`config.mk`:
```
export PLATFORM = sky130hd
export DESIGN_NAME = fifo_param
export DESIGN_NICKNAME = d
export VERILOG_FILES = /design/src/rtl/fifo_param.sv
export SDC_FILE = /design/constraint.sdc
export NUM_CORES = 2
export LEC_CHECK = 0
export CORE_ASPECT_RATIO = 1.5
export CORE_MARGIN = 3
export CORE_UTILIZATION = 57
export CTS_CLUSTER_SIZE = 10
export DETAILED_ROUTE_END_ITERATION = 8
export HOLD_SLACK_MARGIN = 0.05
export PLACE_DENSITY_LB_ADDON = 0.08
export SYNTH_ARGS = -nofsm -noshare
export SYNTH_HDL_FRONTEND = slang
export SYNTH_SLANG_ARGS = --single-unit
```
`constraint.sdc`:
```
create_clock -name CLK -period 2.67 [get_ports CLK]
set_clock_uncertainty 0.1 [all_clocks]
set_input_delay 0.534 -clock CLK [delete_from_list [all_inputs] [get_ports CLK]]
set_output_delay 0.534 -clock CLK [all_outputs]
set_load 0.005 [all_outputs]
```
`src/rtl/fifo_param.sv`:
```
// Parameterised circular-buffer FIFO with synchronous clear and asynchronous active-low reset.
// Optional macro FIFO_PARAM_PIPELINE_EN lets a full FIFO accept an enqueue alongside a dequeue.
module fifo_param #(
    parameter int WIDTH = 384,
    parameter int DEPTH = 4
) (
    input  logic                       CLK,
    input  logic                       nRST,
    input  logic                       in_enq__ENA,
    input  logic [WIDTH-1:0]           in_enq_v,
    output logic                       in_enq__RDY,
    input  logic                       out_deq__ENA,
    output logic                       out_deq__RDY,
    output logic [WIDTH-1:0]           out_first,
    output logic                       out_first__RDY,
    input  logic                       clear__ENA,
    output logic [$clog2(DEPTH):0]     count
);

    localparam int AW = $clog2(DEPTH);
    localparam logic [AW:0] FULL_CNT = (AW+1)'(DEPTH);

    logic [WIDTH-1:0] mem [DEPTH];
    logic [AW-1:0]    head;
    logic [AW-1:0]    tail;
    logic             not_empty;
    logic             enq_fire;
    logic             deq_fire;

    // Handshake: a method fires on a rising edge only when its __ENA and __RDY
    // are both high in that cycle; an __ENA seen with __RDY low has no effect.
    assign not_empty = (count != '0);

`ifdef FIFO_PARAM_PIPELINE_EN
    assign in_enq__RDY = (count != FULL_CNT) || out_deq__ENA;
`else
    assign in_enq__RDY = (count != FULL_CNT);
`endif

    assign out_deq__RDY   = not_empty;
    assign out_first__RDY = not_empty;
    assign out_first      = not_empty ? mem[head] : '0;

    assign enq_fire = in_enq__ENA && in_enq__RDY;
    assign deq_fire = out_deq__ENA && out_deq__RDY;

    always_ff @(posedge CLK or negedge nRST) begin
        if (!nRST) begin
            head  <= '0;
            tail  <= '0;
            count <= '0;
            for (int i = 0; i < DEPTH; i++) begin
                mem[i] <= '0;
            end
        end else if (clear__ENA) begin
            // Flush only the pointers; stored words stay as they were.
            head  <= '0;
            tail  <= '0;
            count <= '0;
        end else begin
            if (enq_fire) begin
                mem[tail] <= in_enq_v;
                tail      <= tail + 1'b1;
            end
            if (deq_fire) begin
                head <= head + 1'b1;
            end
            if (enq_fire && !deq_fire) begin
                count <= count + 1'b1;
            end else if (deq_fire && !enq_fire) begin
                count <= count - 1'b1;
            end
        end
    end

endmodule

```
==> reports/qor.csv <==
stage,metric,value,unit
yosys,Ys Warns,0,
worst_setup_path,endpoint class of the critical path,primary output,
cells_and_area,layout cells sized above 1,55.9,%
min_path,Worst Hold Class,in -> async,
clocking,H-tree levels,4,
clocking,CTS Buf Count,173,
placed_design,"Cell Area, Placed",82300,µm²
yosys,commonest cells in the netlist,"dfrtp_1, mux2_2, and2_1, mux4_2, mux2_4",
clocking,# clock sinks,1543,
global_route,first-pass GRT wire length,275000,µm
floorplan,Die X,293,µm
cells_and_area,final instance area,90200,µm²
cells_and_area,fill cell count,7769,
detailed_routing,Antenna Nets Post-Route,0,
yosys,Synth top area share,54.7,%
power,Static Leakage,0.0421,µW
sta,Slew @ Worst Pin,0.767,ns
global_route,vias in the first global route,44479,
sta,RSZ-0062 raised after global routing,true,
yosys,"EDFF count, synth",0,
placed_design,post-detail-place hpwl,122000,µm
power,P per Cell Area,1130,nW/µm²
floorplan,core region area,123000,µm²
detailed_routing,# DRC,0,
worst_setup_path,CP max FO,9,
outcome,violated checks,negative setup slack,
global_route,GRT overflow,0,
worst_setup_path,RR Startpoint,count[1],
sta,Final min period,3.58,ns
sta,final worst-path cycle share,134,%
detailed_routing,drt first pass iters,4,
job,Max-Cap Viols,0,
worst_setup_path,R2R setup slack,0.29,ns
clocking,Longest Clk Path Bufs,3,
global_route,largest net degree at the start of global routing,124,
clocking,CTS root buf,clkbuf_16,
cells_and_area,Area Growth Syn to Fin,27.7,%
placed_design,Placer Congestion,0.807,
floorplan,Initial Util,57.6,%
yosys,dominant cell by count in the synthesized netlist,dfrtp_1,
placed_design,Post-Place Setup Slack,-0.186,ns
clocking,worst-skew pair later-pin latency,0.77,ns
placed_design,dpl cells,6517,
yosys,syn_area_per_cell,16.8,µm²
yosys,ys flop type,dfrtp_1,
detailed_routing,via count,41112,
yosys,syn nets,4594,
detailed_routing,Routed Wire Length,183000,µm
worst_setup_path,FF-to-FF path depth,7,
worst_setup_path,crit path DAT,2.94,ns
cells_and_area,final layout net count,5716,
yosys,Netlist cell types,33,
sta,final worst slack,-0.908,ns
floorplan,# IOs,779,
worst_setup_path,FF-to-FF End,count[2],
yosys,Area contributors post-synth,"dfrtp_1, mux2_2, mux4_2",
sta,Final Hold Slack,0.176,ns
sta,max-slew violation count,0,
sta,post-route setup TNS,-250.49,ns
yosys,Synth async-reset ratio,100,%
sta,Slew HR,48.9,%
worst_setup_path,"Data required, critical path",2.04,ns
floorplan,# rows,157,
sta,Final setup viols,387,
outcome,status,"complete, but fails checks",
yosys,Yosys reg bits,1543,
sta,FMAX,279,MHz
clocking,clk slew on worst S/H paths,0.06,ns
yosys,sequential share of the synthesized area,54.7,%
cells_and_area,Final Non-Filler Cells,6986,
yosys,post-synth top area cell,dfrtp_1,
detailed_routing,routed len/inst,26.2,µm
placed_design,I/O Buffers,778,
detailed_routing,initial DRC count,1965,
yosys,post-synthesis cell count,4200,
floorplan,die area,128000,µm²
detailed_routing,DR vias/cell,5.88,
worst_setup_path,Crit Path Class,reg -> out,
clocking,CTS tree,done,
global_route,initial antenna violation count,73,
sta,"Hold Vio Cnt, Final",0,
floorplan,die extent in y,437,µm
power,Max IR drop VDD,774,µV
worst_setup_path,Startpoint Class,flip-flop,
yosys,Syn Std Cell Area,70600,µm²
global_route,gr usage total,28.1,%
[kinds of logic (layout without fill, tap and decap cells)]
logic type,count (synthesis),in the layout,share of synthesized area [%]
simple gates,403,403,3.54
buf+inv,310,1452,2.83
mux,1923,1923,38.7
other cells,0,54,0
flops,1543,1543,54.7
xor+xnor,2,2,0.0248
fa+ha+maj,5,5,0.0992
compound gates,14,14,0.140
[metal layers]
metal  wire length (µm)  track usage, %  vias up  part of all wire (%)
met2              89500            44.3     1065                    49
li1                   -               -    17666                     -
met3              14300            8.73      342                   7.8
met4               5790            10.5       38                   3.2
met1              73200            36.8    22001                    40
met5                264               0        -                  0.14
[cell usage in the layout (no fill, tap or decap), types with 8 or more instances in the layout]
| cell | synthesis | layout |
|---|---|---|
| buf_6 | 31 | 96 |
| and2_1 | 384 | 195 |
| buf_2 | 63 | 20 |
| clkbuf_2 | 0 | 113 |
| dfrtp_1 | 1543 | 1541 |
| clkbuf_16 | 0 | 194 |
| clkdlybuf4s50_1 | 0 | 412 |
| dlymetal6s2s_1 | 0 | 147 |
| diode_2 | 0 | 54 |
| and2_4 | 0 | 189 |
| mux2_4 | 360 | 360 |
| buf_4 | 109 | 221 |
| clkdlybuf4s15_1 | 0 | 10 |
| buf_8 | 10 | 22 |
| mux2_2 | 1178 | 1178 |
| mux4_2 | 384 | 384 |
| buf_16 | 0 | 24 |
| nor2_1 | 8 | 8 |
| buf_12 | 0 | 155 |
[critical path, stage by stage (launching register included)]
cell and delay, ns:
dfrtp_4 0.45, buf_12 0.15, buf_16 0.18, buf_6 0.17, mux4_2 0.51, and2_1 0.22, clkdlybuf4s50_1 0.46
[worst max path at each step]
stage,startpoint,to,slack (ns),cells after the start
6_report,head[0],out_first[337],-0.91,6
4_1_cts,head[0],out_first[48],-1.02,6
3_3_place_gp,head[0],out_first[112],-0.18,5
3_5_place_dp,head[0],out_first[71],-0.19,5
2_1_floorplan,head[0],out_first[20],0.34,4
5_1_grt,head[0],out_first[337],-0.97,6
[repair_timing]
action                                  CTS  global route
hold buffers                              1             0
gates cloned                              8            21
pin swaps                                 9            79
endpoints found under the setup margin  387           387
resized for setup                       195           931
setup buffers                            14           180
endpoints found under the hold margin   922             0
[through the flow]
stage	total power [µW]	utilization, %
6_report	102000	73.6
5_1_grt	107000	73.5
4_1_cts	99400	71.4
3_5_place_dp	77300	67.1
3_3_place_gp	76300	67.1
2_1_floorplan	58900	-
[flip-flops by register name, indices dropped and copies added, names as in the netlist]
signal / flops
mem: 1536
tail: 2
head: 2
count: 3
[power by group]
group | leakage (µW) | internal [µW] | total [µW] | switching [µW]
clock network | 0.00231 | 12000 | 20900 | 8960
logic | 0.0204 | 28100 | 43600 | 15500
registers | 0.0194 | 32700 | 37400 | 4720
total | 0.0421 | 72800 | 102000 | 29200
[final cells by class]
| cell class | instances | area, µm² | share of cell area, % |
|---|---|---|---|
| inverter | 7 | 26.3 | 0.0291 |
| antenna | 54 | 135 | 0.150 |
| multi-input combinational | 2347 | 30500 | 33.9 |
| timing repair buffer | 1250 | 14200 | 15.7 |
| tap | 1590 | 1990 | 2.21 |
| clock buffer | 180 | 4440 | 4.92 |
| sequential | 1543 | 38600 | 42.8 |
| clock inverter | 15 | 255 | 0.283 |
No activity file was read; power rests on OpenSTA's default activity.
